[src/rtl/agc_loop_ctrl.sv]
// AGC loop sequencing controller: picks fast/slow alpha, strobes EMA gain updates, freezes on gaps.
// Optional overload re-acquire path enabled by defining AGC_CTRL_OVERLOAD_EN.
module agc_loop_ctrl #(
  parameter int unsigned W_MAG    = 16,
  parameter int unsigned W_ALPHA  = 16,
  parameter int unsigned W_CNT    = 16,
  parameter int unsigned LOCK_CNT = 8
) (
  input  logic               clk,
  input  logic               reset,
  input  logic               i_enable,
  input  logic [W_ALPHA-1:0] i_alpha_fast,
  input  logic [W_ALPHA-1:0] i_alpha_slow,
  input  logic [W_MAG-1:0]   i_reference,
  input  logic [W_MAG-1:0]   i_lock_tol,
  input  logic [W_CNT-1:0]   i_acq_len,
  input  logic [W_CNT-1:0]   i_hold_len,
  input  logic [W_MAG-1:0]   s_mag_data,
  input  logic               s_mag_valid,
  output logic [W_ALPHA-1:0] o_alpha,
  output logic               o_gain_we,
  output logic               o_freeze,
  output logic [1:0]         o_state,
  output logic               o_locked,
  output logic               o_acq_timeout
);

  localparam int unsigned W_LCK = $clog2(LOCK_CNT + 1);

  typedef enum logic [1:0] {
    ST_IDLE  = 2'b00,
    ST_ACQ   = 2'b01,
    ST_TRACK = 2'b10,
    ST_HOLD  = 2'b11
  } state_t;

  state_t             r_state;
  logic [W_CNT-1:0]   r_acq_cnt;
  logic [W_CNT-1:0]   r_gap_cnt;
  logic [W_LCK-1:0]   r_lock_cnt;
  logic [W_ALPHA-1:0] r_alpha;
  logic               r_gain_we;
  logic               r_freeze;
  logic               r_locked;
  logic               r_acq_timeout;

  logic [W_MAG:0]     w_err;
  logic [W_MAG:0]     w_abs_err;
  logic               w_in_win;
  logic [W_LCK-1:0]   w_lock_nxt;
  logic               w_lock_hit;
  logic [W_CNT-1:0]   w_acq_inc;
  logic               w_acq_to;
  logic [W_CNT-1:0]   w_gap_inc;
  logic               w_hold_hit;

  // One extra bit keeps |mag - ref| exact, including mag=0, ref=full-scale.
  assign w_err      = {1'b0, s_mag_data} - {1'b0, i_reference};
  assign w_abs_err  = w_err[W_MAG] ? (~w_err + (W_MAG+1)'(1)) : w_err;
  assign w_in_win   = (w_abs_err <= {1'b0, i_lock_tol});

  assign w_lock_nxt = w_in_win ? (r_lock_cnt + W_LCK'(1)) : '0;
  assign w_lock_hit = (w_lock_nxt == W_LCK'(LOCK_CNT));
  assign w_acq_inc  = (r_acq_cnt == '1) ? r_acq_cnt : (r_acq_cnt + W_CNT'(1));
  assign w_acq_to   = (i_acq_len != '0) && (w_acq_inc >= i_acq_len);
  assign w_gap_inc  = (r_gap_cnt == '1) ? r_gap_cnt : (r_gap_cnt + W_CNT'(1));
  assign w_hold_hit = (i_hold_len != '0) && (w_gap_inc >= i_hold_len);

`ifdef AGC_CTRL_OVERLOAD_EN
  logic w_overload;
  assign w_overload = ({1'b0, s_mag_data} >= {i_reference, 1'b0});
`endif

  // Outputs are registered as a function of the state being entered.
  always_ff @(posedge clk or posedge reset) begin
    if (reset) begin
      r_state       <= ST_IDLE;
      r_acq_cnt     <= '0;
      r_gap_cnt     <= '0;
      r_lock_cnt    <= '0;
      r_alpha       <= '0;
      r_gain_we     <= 1'b0;
      r_freeze      <= 1'b1;
      r_locked      <= 1'b0;
      r_acq_timeout <= 1'b0;
    end else begin
      r_gain_we <= 1'b0;
      if (!i_enable) begin
        r_state       <= ST_IDLE;
        r_acq_cnt     <= '0;
        r_gap_cnt     <= '0;
        r_lock_cnt    <= '0;
        r_alpha       <= '0;
        r_freeze      <= 1'b1;
        r_locked      <= 1'b0;
        r_acq_timeout <= 1'b0;
      end else begin
        case (r_state)
          ST_IDLE: begin
            r_state    <= ST_ACQ;
            r_alpha    <= i_alpha_fast;
            r_freeze   <= 1'b0;
            r_locked   <= 1'b0;
            r_acq_cnt  <= '0;
            r_lock_cnt <= '0;
            r_gap_cnt  <= '0;
          end
          ST_ACQ: begin
            r_alpha  <= i_alpha_fast;
            r_freeze <= 1'b0;
            r_locked <= 1'b0;
            if (s_mag_valid) begin
              r_gain_we <= 1'b1;
              if (w_lock_hit) begin
                r_state    <= ST_TRACK;
                r_alpha    <= i_alpha_slow;
                r_locked   <= 1'b1;
                r_lock_cnt <= '0;
                r_acq_cnt  <= '0;
                r_gap_cnt  <= '0;
              end else if (w_acq_to) begin
                r_acq_timeout <= 1'b1;
                r_acq_cnt     <= '0;
                r_lock_cnt    <= w_lock_nxt;
              end else begin
                r_acq_cnt  <= w_acq_inc;
                r_lock_cnt <= w_lock_nxt;
              end
            end
          end
          ST_TRACK: begin
            r_alpha  <= i_alpha_slow;
            r_freeze <= 1'b0;
            r_locked <= 1'b1;
            if (s_mag_valid) begin
              r_gain_we <= 1'b1;
              r_gap_cnt <= '0;
`ifdef AGC_CTRL_OVERLOAD_EN
              if (w_overload) begin
                r_state    <= ST_ACQ;
                r_alpha    <= i_alpha_fast;
                r_locked   <= 1'b0;
                r_lock_cnt <= '0;
                r_acq_cnt  <= '0;
              end
`endif
            end else if (w_hold_hit) begin
              r_state   <= ST_HOLD;
              r_freeze  <= 1'b1;
              r_gap_cnt <= '0;
            end else begin
              r_gap_cnt <= w_gap_inc;
            end
          end
          ST_HOLD: begin
            r_alpha  <= i_alpha_slow;
            r_freeze <= 1'b1;
            r_locked <= 1'b1;
            // The waking sample only re-arms tracking; it is not strobed.
            if (s_mag_valid) begin
              r_state   <= ST_TRACK;
              r_freeze  <= 1'b0;
              r_gap_cnt <= '0;
            end
          end
          default: r_state <= ST_IDLE;
        endcase
      end
    end
  end

  assign o_alpha       = r_alpha;
  assign o_gain_we     = r_gain_we;
  assign o_freeze      = r_freeze;
  assign o_state       = r_state;
  assign o_locked      = r_locked;
  assign o_acq_timeout = r_acq_timeout;

endmodule

[config.mk]
export PLATFORM = sky130hd
export DESIGN_NAME = agc_loop_ctrl
export DESIGN_NICKNAME = d
export VERILOG_FILES = /design/src/rtl/agc_loop_ctrl.sv
export SDC_FILE = /design/constraint.sdc
export NUM_CORES = 1
export LEC_CHECK = 0
export ABC_AREA = 1
export BUFFER_PORTS_ARGS = -buffer_cell sky130_fd_sc_hd__buf_2
export CELL_PAD_IN_SITES_DETAIL_PLACEMENT = 1
export CELL_PAD_IN_SITES_GLOBAL_PLACEMENT = 1
export CORE_MARGIN = 5
export CORE_UTILIZATION = 42
export CTS_CLUSTER_SIZE = 20
export DETAILED_ROUTE_END_ITERATION = 16
export PLACE_DENSITY_LB_ADDON = 0.12
export SLEW_MARGIN = 20
export SYNTH_ARGS = -nofsm -noshare
export SYNTH_HDL_FRONTEND = slang
export SYNTH_SLANG_ARGS = --single-unit
[constraint.sdc]
create_clock -name clk -period 4.9 [get_ports clk]
set_input_delay 0.49 -clock clk [delete_from_list [all_inputs] [get_ports clk]]
set_output_delay 0.49 -clock clk [all_outputs]
set_load 0.1 [all_outputs]
# [Word level (Yosys, flattened, before mapping)]
# Index checks and enable logic that the tools add are counted.
# W data, S select, Z words.
[word_totals] register_bits=58 elab_cells=94 output_inout_bits=22 rom_bits=0 inputBits=116 latch_bits=0 ram_bits=0 memories=0
[op_classes] n_div=0 magnitude_cmp=3 mul=0 eq_ne=16 bitwise_logic=1 reduce_logical=12 mux=48 add_sub_neg=5 n_shift=0
[ops] operator="$mux W16" n=15
[ops] operator="$pmux W16 S4" n=1
[ops] operator="$pmux W16 S3" n=1
[ops] operator="$add A16 B1 Y16 const B" n=2
[ops] operator="$eq A16 B16 Y1 const B" n=2
[ops] operator="$ge A16 B16 Y1" n=2
[ops] operator="$pmux W16 S2" n=1
[ops] operator="$reduce_bool A16 Y1" n=2
[ops] operator="$add A17 B1 Y17 const B" n=1
[ops] operator="$le A17 B16 Y1" n=1
[ops] operator="$mux W17" n=1
[ops] operator="$not A17 Y17" n=1
[ops] operator="$sub A16 B16 Y17" n=1
[ops] operator="$mux W4" n=4
[ops] operator="$mux W1" n=15
[ops] operator="$ne A3 B3 Y1 const B" n=5
[ops] operator="$mux W2" n=6
[ops] operator="$pmux W2 S4" n=1
[ops] operator="$pmux W4 S2" n=1
[ops] operator="$ne A2 B1 Y1 const B" n=3
[ops] operator="$pmux W1 S3" n=2
[ops] operator="$reduce_or A2 Y1" n=3
[ops] operator="$reduce_and A5 Y1" n=1
[ops] operator="$add A4 B1 Y4 const B" n=1
[ops] operator="other kinds (10)" n=12

# [Depth between registers and ports, before layout]
[logic_depth] ltp_word=11 mapped_depth=35 ltp_nobuf=33

# [Worst setup path before layout]
# No wires, ideal clock.
[synth_path] path_type="input -> register" start="input port s_mag_data[0]" end="register r_alpha[6] (netlist: o_alpha[6])" path_slack_ps=832 arrival_ps=3945 cell_stages=31 required_ps=4777 setup_ps=123 path_buffers=1 path_cell_list="inv_1 > ha_1 > fa_1 > ha_1 > inv_1 > a21oi_1 > nand3_1 > nor2_1 > nand2_2 > nor2_4 > nand2_2 > nor2_4 > nor2_1 > xor2_1 > inv_1 > ha_1 > nand2_1 > nor2_1 > a211oi_1 > nand2_1 > nand2_1 > nand2_1 > nand2_1 > nand2_1 > nand2_1 > nand3_1 > nor2_2 > buf_2 > nand3_1 > nand3_1 > a21oi_1"
[synth_between] elab_chain_cells=11
[synth_lines] item="start, declared" line_no="18" source="input logic [W_MAG-1:0] s_mag_data,"
[synth_lines] item="$sub A16 B16 Y17 *" line_no="58" source="assign w_err = {1'b0, s_mag_data} - {1'b0, i_reference};"
[synth_lines] item="$not A17 Y17" line_no="59" source="assign w_abs_err = w_err[W_MAG] ? (~w_err + (W_MAG+1)'(1)) : w_err;"
[synth_lines] item="$add A17 B1 Y17" line_no="59"
[synth_lines] item="$mux W17 *" line_no="59"
[synth_lines] item="$le A17 B16 Y1 *" line_no="60" source="assign w_in_win = (w_abs_err <= {1'b0, i_lock_tol});"
[synth_lines] item="$mux W4 *" line_no="62" source="assign w_lock_nxt = w_in_win ? (r_lock_cnt + W_LCK'(1)) : '0;"
[synth_lines] item="$eq A4 B4 Y1 *" line_no="63" source="assign w_lock_hit = (w_lock_nxt == W_LCK'(LOCK_CNT));"
[synth_lines] item="$mux W16 *" line_no="114" source="if (w_lock_hit) begin"
[synth_lines] item="$mux W16 *" line_no="112" source="if (s_mag_valid) begin"
[synth_lines] item="$pmux W16 S3 *" line_no="98" source="case (r_state)"
[synth_lines] item="$mux W16 *" line_no="88" source="if (!i_enable) begin"
[synth_lines] item="end signal, assigned" line_no="101" source="r_alpha <= i_alpha_fast;"
[synth_lines] item="end signal, assigned" line_no="109" source="r_alpha <= i_alpha_fast;"
[synth_lines] item="end signal, assigned" line_no="116" source="r_alpha <= i_alpha_slow;"
[synth_lines] item="end, declared" line_no="41" source="logic [W_ALPHA-1:0] r_alpha;"
# Every way passes the cells marked *; elsewhere a longest branch is shown, timed or not.
# A chain may end at the register's enable or synchronous reset.

# [Worst setup path in the final report]
[layout_path] start="input port i_reference[0]" end="register r_acq_cnt[5]"
[layout_between] elab_chain_cells=11
[layout_lines] item="start, declared" line_no="14" source="input logic [W_MAG-1:0] i_reference,"
[layout_lines] item="$sub A16 B16 Y17 *" line_no="58"
[layout_lines] item="$not A17 Y17" line_no="59"
[layout_lines] item="$add A17 B1 Y17" line_no="59"
[layout_lines] item="$mux W17 *" line_no="59"
[layout_lines] item="$le A17 B16 Y1 *" line_no="60"
[layout_lines] item="$mux W4 *" line_no="62"
[layout_lines] item="$eq A4 B4 Y1 *" line_no="63"
[layout_lines] item="$mux W16 *" line_no="114"
[layout_lines] item="$mux W16 *" line_no="112"
[layout_lines] item="$pmux W16 S2 *" line_no="98"
[layout_lines] item="$mux W16 *" line_no="88"
[layout_lines] item="end signal, assigned" line_no="126" source="r_acq_cnt <= w_acq_inc;"
[layout_lines] item="end, declared" line_no="38" source="logic [W_CNT-1:0] r_acq_cnt;"
# Every way passes the cells marked *; elsewhere a longest branch is shown, timed or not. The select of a mux whose other input is x is not followed.

==> reports/results.ini <==
[floorplanning]
die-area_sq_um = 18100
die_w_um = 134
die_h_um = 134
fp-row-count = 45
io_pins = 138
initial_core_util_pct = 42.8
coreArea_sq_um = 15200

[clocking]
cts_setup_buffers = 0
cts_tree = built
cts-buffers-inserted = 9
hold_buffers = 0
cts_root_buffer = clkbuf_16
cts.sinks = 58
clkSlewWorstSetupHoldPaths_ns = 0.06
clk_latency_ns = 0.33
htree_levels = 3
clockBufferDepth = 2

[sta]
hold-worst-slack_ns = 0.365
fin_tns_setup_ns = 0
hold_violations = 0
tightest_slew_ns = 0.862
max_freq_ghz = 0.234
fin_ws_ns = 0.635
skew_ns = 0.00780
drv_slew = 0
rsz0062_at_grt = false
fin_crit_ns = 4.27
setup_viol = 0
max_slew_margin_pct = 42.5
period_share_pct = 87.0

[power]
power.switching_mw = 1.36
leakage_nw = 4.31
netSwitchingFraction_pct = 50.3
power.total_mw = 2.71
seqPwrFrac_pct = 21.7
clock_power_share_pct = 25.3
p_per_area_nw_per_um2 = 351
ir_worst_vdd_mv = 0.374
p_int_mw = 1.35
comb_power_share_pct = 53.0

[detailed_routing]
wl_met1_um = 9290
dr_wl_met2_um = 8990
wl_met3_um = 745
vias = 6850
wire_per_inst_um = 14.4
drtAntennaViolNets = 0
top_layer = met4
dr.pass1.iters = 5
wirelength_um = 19200
viasPerCell = 5.14
drcViolationCount = 0
first_iter_violations = 315

[critical_path]
path_max_fanout = 14
end_kind = flip-flop
slowest_delay_ns = 0.38
crit_top_cell = nand2_1
rrSetupSlack_ns = 1.01
crit_type = input pin to flip-flop
crit_path_top_delay_cell = fa_1
cp-start-kind = input pin
startpoint = i_reference[0]
critical_path_required_ns = 5.15
crit_arrival_ns = 4.51
r2r_start = r_acq_cnt[3]

[run]
maxCapViolations = 0

[yosys]
yosysWarnings = 0
ys.flop_type = dfrtp_1
async_reset_ff_share_pct = 100
yosysUniqueCellTypes = 46
avgSynthCellArea_sq_um = 6.46
syn-num-nets = 1196
ys_ff_latch = 58
synth_edf_count = 0
syn_inst = 1007
syn-cell-area_sq_um = 6510
ys_seq_area_share_pct = 22.3

[status]
status = completed

[min_path]
hp-class = input pin to async pin

[placed_design]
portBuffers = 137
post-place-ws_ns = -0.142
gp_congestion = 0.848
hpwl_um = 15500

[finish]
final_common_cell = nand2_1
antenna_cells = 0
fin_util_pct = 50.8
drive_gt1_share_pct = 17.2
areaGrowthSynthToFinish_pct = 18.8
final_cell_mix = nand2_1 (217), inv_1 (209), buf_2 (137)
final_nets = 1329

[global_routing]
grt_pass1_wl_um = 32600
grt_pass1_vias = 7059
grtUsageTotal_pct = 21.5
grt-ovfl-total = 0
antenna_found_initial = 0
grt_max_degree = 59

==> metal layers <==
metal	track usage, %	vias up
met2	37.2	136
met5	0	-
met4	4.07	0
li1	-	3505
met3	3.17	10
met1	28.9	3199
==> flip-flops by register name, indices dropped and copies added, names as in the netlist <==
register	flops
o_state	2
r_lock_cnt	4
o_locked	1
o_acq_timeout	1
r_gap_cnt	16
o_gain_we	1
o_freeze	1
r_acq_cnt	16
o_alpha	16
==> cell type report <==
type | count | area (sq um)
fill | 2136 | 7480
inverter | 214 | 805
timing repair buffer | 145 | 758
clock inverter | 7 | 93.8
multi-input combinational | 712 | 4160
clock buffer | 9 | 225
sequential | 58 | 1450
tap | 188 | 235
==> synth_stat cells (2+ instances only) <==
cell      instances  area [sq um]
a21oi_1          72           360
a31oi_1           2          12.5
a32o_1            2          20.0
and2_1            2          12.5
buf_1             4          15.0
buf_2             4          20.0
clkbuf_1         13          48.8
dfrtp_1          57          1430
ha_1             72           901
inv_1           210           788
inv_2             2          7.51
nand2_1         217           815
nand2_2           9          56.3
nand3_1          90           450
nand3_2           4          40.0
nand3b_1          4          30.0
nand4_1          21           131
nor2_1           58           218
nor2_2            2          12.5
nor2_4            2          22.5
nor3_1           20           100
nor4_1            8          50.1
o21a_1            3          22.5
o21ai_0          47           235
o21ai_1           5          25.0
o21ai_2          10          87.6
o21bai_1         17           128
o221ai_1          2          17.5
xnor2_1          10          87.6
xor2_1           22           193
==> power by group through the flow <==
stage	sequential, mW	combinational (mW)	clock [mW]
after floorplan	1.04	0.670	0
after CTS	0.589	1.45	0.696
after detailed placement	0.593	1.44	0
after global routing	0.598	1.58	0.721
after global placement	0.593	1.42	0
final	0.588	1.44	0.686
==> timing repair <==
action	4_1_cts	5_1_grt
endpoints found under the setup margin	0	46
resized for setup	0	2
hold endpoints to repair	0	0
==> through the flow <==
step / std cells / cell area [sq um]
final: 1333 / 7730
after global routing: 1333 / 7730
after CTS: 1333 / 7720
after detailed placement: 1317 / 7400
after global placement: 1317 / 7400
after floorplan: 1007 / 6510
==> logic make-up after synthesis <==
family | Yosys count | share of synthesized area [%]
AOI/OAI and AO/OA | 167 | 14.8
xor gates and xnor gates | 32 | 4.31
adders and majority gates | 73 | 14.2
buffers and inverters | 237 | 13.9
DFF | 58 | 22.3
and+or+nand+nor | 440 | 30.5
==> critical path: cells and delay by family <==
family	cells	cell delay (ns)
XOR/XNOR	1	0.15
AO/OA/AOI/OAI	2	0.52
adder cells (fa/ha/maj)	3	0.89
AND/OR/NAND/NOR	21	1.96
buffers and inverters	4	0.48
==> worst paths after layout <==
check                               endpoint  cells past startpoint
worst max-delay path            r_acq_cnt[5]                     31
worst min-delay path            r_gap_cnt[2]                      3
worst max register to register  r_acq_cnt[5]                     22
worst min register to register  r_acq_cnt[5]                      2
max in group asynchronous        o_alpha[15]                      3
min in group clk                 o_alpha[14]                      3
Note: power is estimated with default switching activity, not from simulation.
